<file path="src/rtl/enemy_hit_ctrl.sv">
`default_nettype none
// ============================================================================
//  Module   : enemy_hit_ctrl
//  Purpose  : Bullet-vs-target hit detection, one-target damage per hit,
//             post-hit blanking and HP/alive bookkeeping for boss + 4 enemies.
//  Option   : define BOSS_GATE_EN to make the boss invulnerable while any
//             enemy is still alive.
//  Revision : 1.0  initial release
// ============================================================================
module enemy_hit_ctrl #(
    parameter logic [6:0] ENM_HP_INIT  = 7'd40,
    parameter logic [9:0] BOSS_HP_INIT = 10'd600,
    parameter logic [6:0] ENM_DMG      = 7'd2,
    parameter logic [9:0] BOSS_DMG     = 10'd2,
    parameter int         ENM_HW       = 15,
    parameter int         ENM_HH       = 18,
    parameter int         BOSS_HW      = 41,
    parameter int         BOSS_HH      = 24,
    parameter int         COOLDOWN     = 4
) (
    input  logic       clk_22,
    input  logic       rst,
    input  logic [9:0] reimu_bulletx,
    input  logic [9:0] reimu_bullety,
    input  logic [9:0] bossx,
    input  logic [9:0] bossy,
    input  logic [9:0] enmx1,
    input  logic [9:0] enmx2,
    input  logic [9:0] enmx3,
    input  logic [9:0] enmx4,
    input  logic [9:0] enmy1,
    input  logic [9:0] enmy2,
    input  logic [9:0] enmy3,
    input  logic [9:0] enmy4,
    output logic       bullet_hit,
    output logic [6:0] enmhp1,
    output logic [6:0] enmhp2,
    output logic [6:0] enmhp3,
    output logic [6:0] enmhp4,
    output logic [9:0] bosshp,
    output logic [3:0] enm_alive,
    output logic       boss_alive,
    output logic       all_clear
);

    localparam logic [10:0] c_ENM_HW  = 11'(ENM_HW);
    localparam logic [10:0] c_ENM_HH  = 11'(ENM_HH);
    localparam logic [10:0] c_BOSS_HW = 11'(BOSS_HW);
    localparam logic [10:0] c_BOSS_HH = 11'(BOSS_HH);

    localparam int                 c_CNT_W    = (COOLDOWN > 2) ? $clog2(COOLDOWN) : 1;
    localparam logic [c_CNT_W-1:0] c_CNT_LOAD = c_CNT_W'(COOLDOWN - 1);
    localparam logic [c_CNT_W-1:0] c_CNT_ONE  = c_CNT_W'(1);

    localparam logic [0:0] c_ST_ARMED = 1'b0;
    localparam logic [0:0] c_ST_BLANK = 1'b1;

    localparam logic [2:0] c_SEL_BOSS = 3'd0;

    logic [6:0]         r_enm_hp [4];
    logic [9:0]         r_boss_hp;
    logic               r_hit_vld;
    logic [2:0]         r_hit_sel;
    logic [0:0]         r_state;
    logic [c_CNT_W-1:0] r_cnt;
    logic               r_bullet_hit;
    logic               r_all_clear;

    logic [10:0] w_bx;
    logic [10:0] w_by;
    logic [9:0]  w_enmx [4];
    logic [9:0]  w_enmy [4];
    logic [3:0]  w_enm_hit;
    logic        w_boss_hit;
    logic        w_vld;
    logic [2:0]  w_sel;
    logic        w_all_zero;

    assign w_bx = {1'b0, reimu_bulletx};
    assign w_by = {1'b0, reimu_bullety};

    assign w_enmx[0] = enmx1;
    assign w_enmx[1] = enmx2;
    assign w_enmx[2] = enmx3;
    assign w_enmx[3] = enmx4;
    assign w_enmy[0] = enmy1;
    assign w_enmy[1] = enmy2;
    assign w_enmy[2] = enmy3;
    assign w_enmy[3] = enmy4;

    // Strict lower bound: a centre closer to 0 than the half-size leaves
    // the lower edge below zero, so every position passes that side.
    for (genvar gi = 0; gi < 4; gi++) begin : g_enm
        logic [10:0] w_cx;
        logic [10:0] w_cy;
        logic        w_x_ok;
        logic        w_y_ok;

        assign w_cx   = {1'b0, w_enmx[gi]};
        assign w_cy   = {1'b0, w_enmy[gi]};
        assign w_x_ok = ((w_cx < c_ENM_HW) || (w_bx > (w_cx - c_ENM_HW)))
                        && (w_bx < (w_cx + c_ENM_HW));
        assign w_y_ok = ((w_cy < c_ENM_HH) || (w_by > (w_cy - c_ENM_HH)))
                        && (w_by < (w_cy + c_ENM_HH));

        assign enm_alive[gi] = (r_enm_hp[gi] != 7'd0);
        assign w_enm_hit[gi] = w_x_ok && w_y_ok && enm_alive[gi];
    end

    logic [10:0] w_boss_cx;
    logic [10:0] w_boss_lo;
    logic        w_boss_raw;

    assign w_boss_cx  = {1'b0, bossx};
    assign w_boss_lo  = (w_boss_cx >= c_BOSS_HW) ? (w_boss_cx - c_BOSS_HW) : 11'd0;
    assign boss_alive = (r_boss_hp != 10'd0);
    assign w_boss_raw = (w_bx >= w_boss_lo) && (w_bx <= (w_boss_cx + c_BOSS_HW))
                        && (w_by <= ({1'b0, bossy} + c_BOSS_HH)) && boss_alive;

`ifdef BOSS_GATE_EN
    assign w_boss_hit = w_boss_raw && (enm_alive == 4'b0000);
`else
    assign w_boss_hit = w_boss_raw;
`endif

    always_comb begin
        w_vld = w_boss_hit || (|w_enm_hit);
        w_sel = c_SEL_BOSS;
        if (w_boss_hit)        w_sel = c_SEL_BOSS;
        else if (w_enm_hit[0]) w_sel = 3'd1;
        else if (w_enm_hit[1]) w_sel = 3'd2;
        else if (w_enm_hit[2]) w_sel = 3'd3;
        else if (w_enm_hit[3]) w_sel = 3'd4;
    end

    assign w_all_zero = (enm_alive == 4'b0000) && !boss_alive;

    function automatic logic [6:0] f_enm_sub(input logic [6:0] hp);
        return (hp <= ENM_DMG) ? 7'd0 : (hp - ENM_DMG);
    endfunction

    function automatic logic [9:0] f_boss_sub(input logic [9:0] hp);
        return (hp <= BOSS_DMG) ? 10'd0 : (hp - BOSS_DMG);
    endfunction

    always_ff @(posedge clk_22) begin
        if (rst) begin
            for (int i = 0; i < 4; i++) r_enm_hp[i] <= ENM_HP_INIT;
            r_boss_hp    <= BOSS_HP_INIT;
            r_hit_vld    <= 1'b0;
            r_hit_sel    <= c_SEL_BOSS;
            r_state      <= c_ST_ARMED;
            r_cnt        <= '0;
            r_bullet_hit <= 1'b0;
            r_all_clear  <= 1'b0;
        end else begin
            r_hit_vld    <= w_vld;
            r_hit_sel    <= w_sel;
            r_bullet_hit <= 1'b0;
            r_all_clear  <= r_all_clear | w_all_zero;
            case (r_state)
                c_ST_ARMED: begin
                    if (r_hit_vld) begin
                        if (r_hit_sel == c_SEL_BOSS) r_boss_hp <= f_boss_sub(r_boss_hp);
                        for (int i = 0; i < 4; i++) begin
                            if (r_hit_sel == 3'(i + 1)) r_enm_hp[i] <= f_enm_sub(r_enm_hp[i]);
                        end
                        r_bullet_hit <= 1'b1;
                        r_cnt        <= c_CNT_LOAD;
                        r_state      <= c_ST_BLANK;
                    end
                end
                c_ST_BLANK: begin
                    // Flags sampled here belong to the bullet that just hit.
                    if (r_cnt == '0) r_state <= c_ST_ARMED;
                    else             r_cnt   <= r_cnt - c_CNT_ONE;
                end
                default: r_state <= c_ST_ARMED;
            endcase
        end
    end

    assign bullet_hit = r_bullet_hit;
    assign enmhp1     = r_enm_hp[0];
    assign enmhp2     = r_enm_hp[1];
    assign enmhp3     = r_enm_hp[2];
    assign enmhp4     = r_enm_hp[3];
    assign bosshp     = r_boss_hp;
    assign all_clear  = r_all_clear;

endmodule
`default_nettype wire

</file>
<file path="config.mk">
export PLATFORM = sky130hd
export DESIGN_NAME = enemy_hit_ctrl
export DESIGN_NICKNAME = d
export VERILOG_FILES = /design/src/rtl/enemy_hit_ctrl.sv
export SDC_FILE = /design/constraint.sdc
export NUM_CORES = 1
export LEC_CHECK = 0
export BUFFER_PORTS_ARGS = -buffer_cell sky130_fd_sc_hd__buf_2
export CELL_PAD_IN_SITES_DETAIL_PLACEMENT = 0
export CELL_PAD_IN_SITES_GLOBAL_PLACEMENT = 1
export CORE_MARGIN = 8
export CORE_UTILIZATION = 25
export DETAILED_ROUTE_END_ITERATION = 8
export GPL_TIMING_DRIVEN = 1
export HOLD_SLACK_MARGIN = 0.15
export MAX_ROUTING_LAYER = met4
export PLACE_DENSITY = 0.64
export SLEW_MARGIN = 20
export SYNTH_ARGS = -nofsm -noshare
export SYNTH_HDL_FRONTEND = slang
export SYNTH_SLANG_ARGS = --single-unit
</file>
<file path="constraint.sdc">
create_clock -name clk_22 -period 3.81 [get_ports clk_22]
set_clock_uncertainty 0.15 [all_clocks]
set_input_delay 0.381 -clock clk_22 [delete_from_list [all_inputs] [get_ports clk_22]]
set_output_delay 0.381 -clock clk_22 [all_outputs]
set_load 0.02 [all_outputs]
</file>
== After elaboration in Yosys (flattened, before gate mapping) ==
Memories as Yosys holds them, arrays and structs flattened.
Cells that the tools add are included.

* $add $sub $neg: 25
* Order comparisons: 33
* Equal/unequal tests: 6
* Mux-type cells: 42
* Bitwise operators: 6
* Reductions and logical operators: 45

{| class="wikitable"
|+ Operators by type and width
! operator !! count
|-
| greater-than comparator 10 x 11 -> 1 bit || 8
|-
| < comparator 10 x 11 -> 1 bit || 8
|-
| two-way mux 7 bit || 8
|-
| adder 10 x 5 -> 11 bit, second input constant || 5
|-
| adder 10 x 4 -> 11 bit, second input constant || 4
|-
| subtractor 10 x 4 -> 11 bit, second input constant || 4
|-
| subtractor 10 x 5 -> 11 bit, second input constant || 4
|-
| < comparator 10 x 4 -> 1 bit, second input constant || 4
|-
| < comparator 10 x 5 -> 1 bit, second input constant || 4
|-
| <= comparator 7 x 2 -> 1 bit, second input constant || 4
|-
| nonzero test 7 bit || 4
|-
| subtractor 7 x 2 -> 7 bit, second input constant || 4
|-
| two-way mux 1 bit || 25
|-
| <= comparator 10 x 11 -> 1 bit || 2
|-
| logical AND 1 bit || 20
|-
| adder 10 x 6 -> 11 bit, second input constant || 1
|-
| greater-or-equal comparator 10 x 11 -> 1 bit || 1
|-
| two-way mux 11 bit || 1
|-
| subtractor 10 x 6 -> 11 bit, second input constant || 1
|-
| greater-or-equal comparator 10 x 6 -> 1 bit, second input constant || 1
|-
| <= comparator 10 x 2 -> 1 bit, second input constant || 1
|-
| two-way mux 10 bit || 1
|-
| nonzero test 10 bit || 1
|-
| subtractor 10 x 2 -> 10 bit, second input constant || 1
|-
| 22 further kinds || 40
|}

* Register bits: 19
* Bits in writable memories: 28
* Bits of input ports: 122
* Output and inout bits: 45
* Logic and storage cells: 167
* Memories kept: 1

{| class="wikitable"
|+ Memories
! memory !! words !! width !! read ports !! clocked after memory_dff !! wr ports !! RTL line !! text
|-
| r_enm_hp || 4 || 7 || 4 || 0 || 4 || 60 || <nowiki>logic [6:0] r_enm_hp [4];</nowiki>
|}

== Depth between registers and ports, before layout ==
Gate-level depths: netlist of run 1.

* Depth after elaboration: 10
* Mapped depth: 15
* Gate-level depth less buffers: 15

== Least setup slack after synthesis of run 1 ==
Ideal clock, no wire load.

* Path type: in2reg
* From: input enmx3[0]
* To: register r_hit_vld
* Data arrival time: 2.826 ns
* Slack: 0.753 ns
* Stages: 13
* Buffers on the path: 0
* Path through: ha_1 > nand3_1 > nor3b_1 > nand2_1 > xor2_1 > ha_1 > a21o_1 > a21oi_1 > a221oi_1 > a22oi_1 > or4b_1 > and2_1 > a41oi_1

* Word-level cells in the longest chain between the ends: 8
* Elaborated cells on any way between the ends: 11

{| class="wikitable"
|+ Ends and longest elaborated chain
! element !! RTL line !! text
|-
| start, declared || 29 || <nowiki>input logic [9:0] enmx3,</nowiki>
|-
| subtractor 10 x 4 -> 11 bit || 101 || <nowiki>assign w_x_ok = ((w_cx < c_ENM_HW) || (w_bx > (w_cx - c_ENM_HW)))</nowiki>
|-
| greater-than comparator 10 x 11 -> 1 bit || 101 ||
|-
| logical OR 1 bit || 101 ||
|-
| logical AND 1 bit (*) || 102 || <nowiki>&& (w_bx < (w_cx + c_ENM_HW));</nowiki>
|-
| logical AND 1 bit (*) (2 in series) || 107 || <nowiki>assign w_enm_hit[gi] = w_x_ok && w_y_ok && enm_alive[gi];</nowiki>
|-
| OR reduction 4 bit (*) || 127 || <nowiki>w_vld = w_boss_hit || (|w_enm_hit);</nowiki>
|-
| logical OR 1 bit (*) || 127 ||
|-
| end signal, assigned || 157 || <nowiki>r_hit_vld <= w_vld;</nowiki>
|-
| end, declared || 62 || <nowiki>logic r_hit_vld;</nowiki>
|}

Every way passes the cells marked *; elsewhere a longest branch is shown, timed or not.
A chain may end at the register's enable or synchronous reset.

== Final worst setup path of run 1 ==
Ends and elaborated chain as after synthesis.

==> results_dict.tcl, run 1 <==
set metrics [dict create \
    status "complete, no violations" \
    power_leakage_uw 0.00449 \
    htree_num_levels 2 \
    clkLatencyLatePin_ps 290 \
    postCtsHoldBufs 0 \
    finalInstanceArea_um2 10300 \
    syn_area_per_cell_um2 7.91 \
    syn_inst 1130 \
    synth_cell_types 74 \
    setup_violations 0 \
    yosysWarnings 0 \
    setup_ws_ps 537 \
    period_share_pct 85.9 \
    rsz0062_at_grt "false" \
    synth-main-ff-cell "edfxtp_1" \
    layout-drive-gt1-share_pct 15.1 \
    syn_area_um2 8940 \
    gp_congestion 0.830 \
    dp.final_hpwl_um 22900 \
    drt_wl_total_um 27600 \
    drc 0 \
    synth.top_cell.area_share_pct 29.1 \
    dieArea_um2 42100 \
    area_growth_pct 15.7 \
    worst_setup_path_start_kind "input port" \
    fin_setup_tns_ps 0 \
    worstSetupPathType "input port to register" \
    worstMarginPinSlew_ps 625 \
    arrival_ps 3340 \
    synth.most_common_cell "ha_1" \
    place_worst_setup_slack_ps 264 \
    dr.pass1.iters 4 \
    synthTopCellsByCount "208 x ha_1, 90 x nor2_1, 85 x xnor2_1" \
    finalNetCount 1594 \
    vias 8395 \
    ys_ff_latch 42 \
    hold_class "input port to register" \
    worst_ir_drop_vdd_uv 153 \
    dr.first_iter.drc_count 373 \
    place_area_um2 10200 \
    cts_root_buf "clkbuf_16" \
    wl_per_cell_um 16.0 \
    critPathRequiredTime_ps 3870 \
    synth.area.top_cells "ha_1 29%, xnor2_1 8.3%, edfxtp_1 8.1%" \
    ctsLongestPathBuffers 2 \
    cap_violations 0 \
    die_y_um 205 \
    r2r-start "bosshp[4]" \
    io_buffers 161 \
    grt_pass1_vias 8445 \
    async_reset_ff_share_pct 0 \
    grt_max_degree 17 \
    finalPower_uw 2090 \
    grt_pass1_wl_um 44200 \
    grt-ovfl-total 0 \
    end_kind "register" \
    cts_tree "yes" \
    floorplan.core_area_um2 35400 \
    timing_hold_violations_final 0 \
    postCtsSetupBuffers 0 \
    cts_resized 0 \
    power_density_nw_per_um2 202 \
    initial_core_util_pct 25.3 \
    clock-sinks 42 \
    relSlewSlack_pct 57.9 \
    fp.dieW_um 205 \
    fp-row-count 69 \
    ys_seq_area_share_pct 12.1 \
    synth_edf_count 24 \
    hp-start "rst" \
    slew_viol_final 0 \
    fin_crit_ps 3270 \
    ios 167 \
    fmax_mhz 306 \
    antenna_found_initial 2 \
    cts.clk_slew.worst_paths_ps 60 \
    via_per_inst 4.86 \
    crit_fanout 5 \
    antenna_left 0 \
    yosysTopAreaCell "ha_1" \
    cts_buffers 5 \
    startpoint "enmx3[0]" \
    track_usage_pct 13.2 \
]
## power breakdown
part           total [µW]  switching (µW)  internal (µW)
logic                1110             633            477
registers             531            27.4            503
clock network         445             199            246
total                2090             860           1230
## layout make-up
type                    count  area [µm²]
fillers                  3886       25100
repair buffers            166         843
multi-input cells         985        7450
clock buffers               5         125
diodes                      2        5.00
flip-flops and latches     42        1080
well taps                 461         577
inverters                  64         240
clock inverters             3        22.5
## layout by cell type, fill, tap and decap left out, types with 12 or more instances in the layout
cell type and n:
nand2b_1 18, inv_1 63, nor2_1 90, ha_1 208, xor2_1 66, nor4_1 21, nand4_1 32, nor2b_1 21
o21a_1 16, nand3_1 44, dfxtp_1 18, a21o_1 13, xnor2_1 85, o21ai_0 44, buf_2 161, nand2_1 84
a211oi_1 12, and3_1 14, nor3_1 26, edfxtp_1 24, a21oi_1 66
## registers in the layout, indices dropped and copies added, names as in the netlist
register,count
r_enm_hp,24
r_hit_vld,1
r_hit_sel,3
r_state,1
r_cnt,2
bosshp,9
bullet_hit,1
all_clear,1
## critical path, cell delays in order
cell      delay (ps)
buf_2            130
ha_1             220
nand3_1          110
nor3b_1          420
nand2_1          140
xor2_1           170
ha_1             300
a21o_1           110
a21oi_1           70
a221oi_1         300
a22oi_1          130
or4b_1           490
and2_1           180
a41oi_1          190
## kinds of logic after synthesis
group / synth area share, %
compound gates: 16.1
simple gates: 22.9
buf+inv: 4.73
xor+xnor: 14.8
mux: 0.224
other cells: 0.0419
flops: 12.1
fa+ha+maj: 29.1
## final timing paths
check | end | slack, ps | cells after the start
min reg2reg | r_cnt[0] | 330 | 2
max reg2reg | r_hit_sel[2] | 1250 | 9
max | r_hit_vld | 540 | 14
min | r_state | 320 | 2
## routing by layer
metal,GRT usage (%),up-vias,part of all wire [%]
met2,21.8,146,46
li1,-,4366,-
met3,1.60,9,3.9
met4,1.10,0,0.55
met5,-,-,0
met1,17.6,3874,50
## per-stage QoR
stage          hold slack, ps  util [%]  std cells
3_5_place_dp              319      28.8       1718
2_1_floorplan             300         -       1134
6_report                  319      29.2       1728
5_1_grt                   334      29.2       1728
4_1_cts                   322      29.2       1726
3_3_place_gp              313      28.8       1718
(Power assumes the default switching activity.)
==> inputs of run 2 (changes only) <==
--- a/config.mk
+++ b/config.mk
@@ -8,7 +8,7 @@
 export BUFFER_PORTS_ARGS = -buffer_cell sky130_fd_sc_hd__buf_2
 export CELL_PAD_IN_SITES_DETAIL_PLACEMENT = 0
 export CELL_PAD_IN_SITES_GLOBAL_PLACEMENT = 1
-export CORE_MARGIN = 8
+export CORE_MARGIN = 2
 export CORE_UTILIZATION = 25
 export DETAILED_ROUTE_END_ITERATION = 8
 export GPL_TIMING_DRIVEN = 1
==> constraint.sdc (replaced) <==
create_clock -name clk_22 -period 3.8 [get_ports clk_22]
set_clock_uncertainty 0.15 [all_clocks]
set_input_delay 0.38 -clock clk_22 [delete_from_list [all_inputs] [get_ports clk_22]]
set_output_delay 0.38 -clock clk_22 [all_outputs]
set_load 0.02 [all_outputs]
==> results_dict.tcl, run 2 (synthesis gave the netlist of run 1 again) <==
set metrics [dict create \
    worstSetupPathType "input port to register" \
    antenna_left 0 \
    drc 0 \
    setup_violations 0 \
    final_common_cell "ha_1" \
    min_path_cells 2 \
    worst_setup_path_start_kind "input port" \
    power.internal_uw 1290 \
    end_kind "register" \
    place_area_um2 10200 \
    io_buffers 161 \
    period_share_pct 85.5 \
    busiest_layer "met2" \
    cap_violations 0 \
    met2_usage_pct 23.5 \
    hp-start "all_clear" \
    finalInstanceArea_um2 10400 \
    postCtsSetupBuffers 0 \
    dp.final_hpwl_um 21700 \
    grt_max_degree 17 \
    r2r-start "r_enm_hp[2][1]" \
    path_cells "buf_2 -> ha_1 -> nand3_1 -> nor3b_1 -> nand2_1 -> xor2_1 -> ha_1 -> a21o_1 -> a21oi_1 -> a221oi_1 -> a22oi_1 -> or4b_1 -> and2_1 -> a41oi_1" \
    slew_viol_final 0 \
    dr.pass1.iters 4 \
    worstMarginPinSlew_ps 693 \
    timing_hold_violations_final 0 \
    clkLatencyLatePin_ps 280 \
    initial_core_util_pct 25.3 \
    drt_wl_total_um 26300 \
    postCtsHoldBufs 0 \
    regMostFlops "r_enm_hp" \
    dieArea_um2 37300 \
    hold_class "register to register" \
    wl_per_cell_um 15.2 \
    largest_reg_flops 24 \
    ios 167 \
    grt_pass1_wl_um 41300 \
    worst_ir_drop_vdd_uv 135 \
    grt_util_met1_pct 19.6 \
    p_sw_share_pct 39.3 \
    cts_tree "yes" \
    ctsLongestPathBuffers 2 \
    cts_buffers 5 \
    fp-row-count 69 \
    power.share.clock_pct 22.9 \
    reg2reg_slack_ps 1230 \
    critPathRequiredTime_ps 3850 \
    track_usage_pct 14.3 \
    floorplan.core_area_um2 35400 \
    hold_end "all_clear" \
    fp.dieW_um 193 \
    cts_root_buf "clkbuf_16" \
    arrival_ps 3300 \
    vias 8370 \
    fin_crit_ps 3250 \
    crit_fanout 5 \
    clock-sinks 42 \
    slowest_delay_ps 480 \
    most-common-layout-cells "208 x ha_1, 161 x buf_2, 90 x nor2_1" \
    via_per_inst 4.84 \
    cts_resized 0 \
    critical_path.most_common_cell "ha_1" \
    dr.first_iter.drc_count 244 \
    layout-drive-gt1-share_pct 15.0 \
    fin_setup_tns_ps 0 \
    p_sw_uw 838 \
    grt-ovfl-total 0 \
    gp_congestion 0.839 \
    r2r_end "r_hit_vld" \
    use_met3_pct 1.05 \
    fmax_mhz 308 \
    cts.clk_slew.worst_paths_ps 60 \
    htree_num_levels 2 \
    power_leakage_uw 0.00449 \
    relSlewSlack_pct 53.4 \
    grt_pass1_vias 7891 \
    rsz0062_at_grt "false" \
    slowest_stage "or4b_1" \
    n_fill_cell 3903 \
    seqPwrFrac_pct 24.9 \
    area_growth_pct 15.9 \
    comb_power_share_pct 52.2 \
    finalNetCount 1594 \
    power_density_nw_per_um2 205 \
    die_y_um 193 \
    antenna_found_initial 2 \
    rr_worst_depth 9 \
    status "complete, no violations" \
]
==> run 2: critical path: cells and delay by family <==
kind	cells	cell delay (ps)
AOI/OAI and AO/OA	5	830
xor gates and xnor gates	1	160
adders and majority gates	2	510
buffers and inverters	1	130
and+or+nand+nor	5	1290
==> run 2: per-layer routing <==
layer	wire length, µm	up-vias	part of all wire (%)
met2	12000	151	46
met5	0	-	0
li1	-	4361	-
met4	221	0	0.84
met1	13100	3844	50
met3	978	14	3.7
==> run 2: worst max path at each step <==
stage          cells after the start         to      from
2_1_floorplan                     13  r_hit_vld  enmx3[0]
3_3_place_gp                      14  r_hit_vld  enmx3[0]
4_1_cts                           14  r_hit_vld  enmx3[0]
6_report                          14  r_hit_vld  enmx3[0]
5_1_grt                           14  r_hit_vld  enmx3[0]
3_5_place_dp                      14  r_hit_vld  enmx3[0]
==> run 2: power groups by stage <==
stage | combinational [µW] | clock [µW] | sequential [µW]
final | 1110 | 488 | 531
after global routing | 1290 | 515 | 537
after CTS | 1120 | 501 | 533
after detailed placement | 1120 | 0 | 543
after global placement | 1100 | 0 | 542
after floorplan | 750 | 0 | 553
==> run 2: cell type report <==
class | count | area (µm²) | area share [%]
flip-flops and latches | 42 | 1080 | 10.4
repair buffers | 166 | 843 | 8.14
clock inverters | 2 | 37.5 | 0.362
well taps | 461 | 577 | 5.56
clock buffers | 6 | 129 | 1.24
inverters | 64 | 240 | 2.32
diodes | 2 | 5.00 | 0.0483
multi-input cells | 985 | 7450 | 71.9
==> run 2: stage by stage <==
step / total power [µW] / std cells / setup slack [ps] / utilization, % / hold WS, ps
after floorplan: 1300 / 1134 / 744 / - / 300
after global placement: 1640 / 1718 / 278 / 28.8 / 297
after detailed placement: 1660 / 1718 / 284 / 28.8 / 308
after CTS: 2160 / 1726 / 565 / 29.3 / 328
after global routing: 2340 / 1728 / 311 / 29.3 / 356
final: 2130 / 1728 / 553 / 29.3 / 320
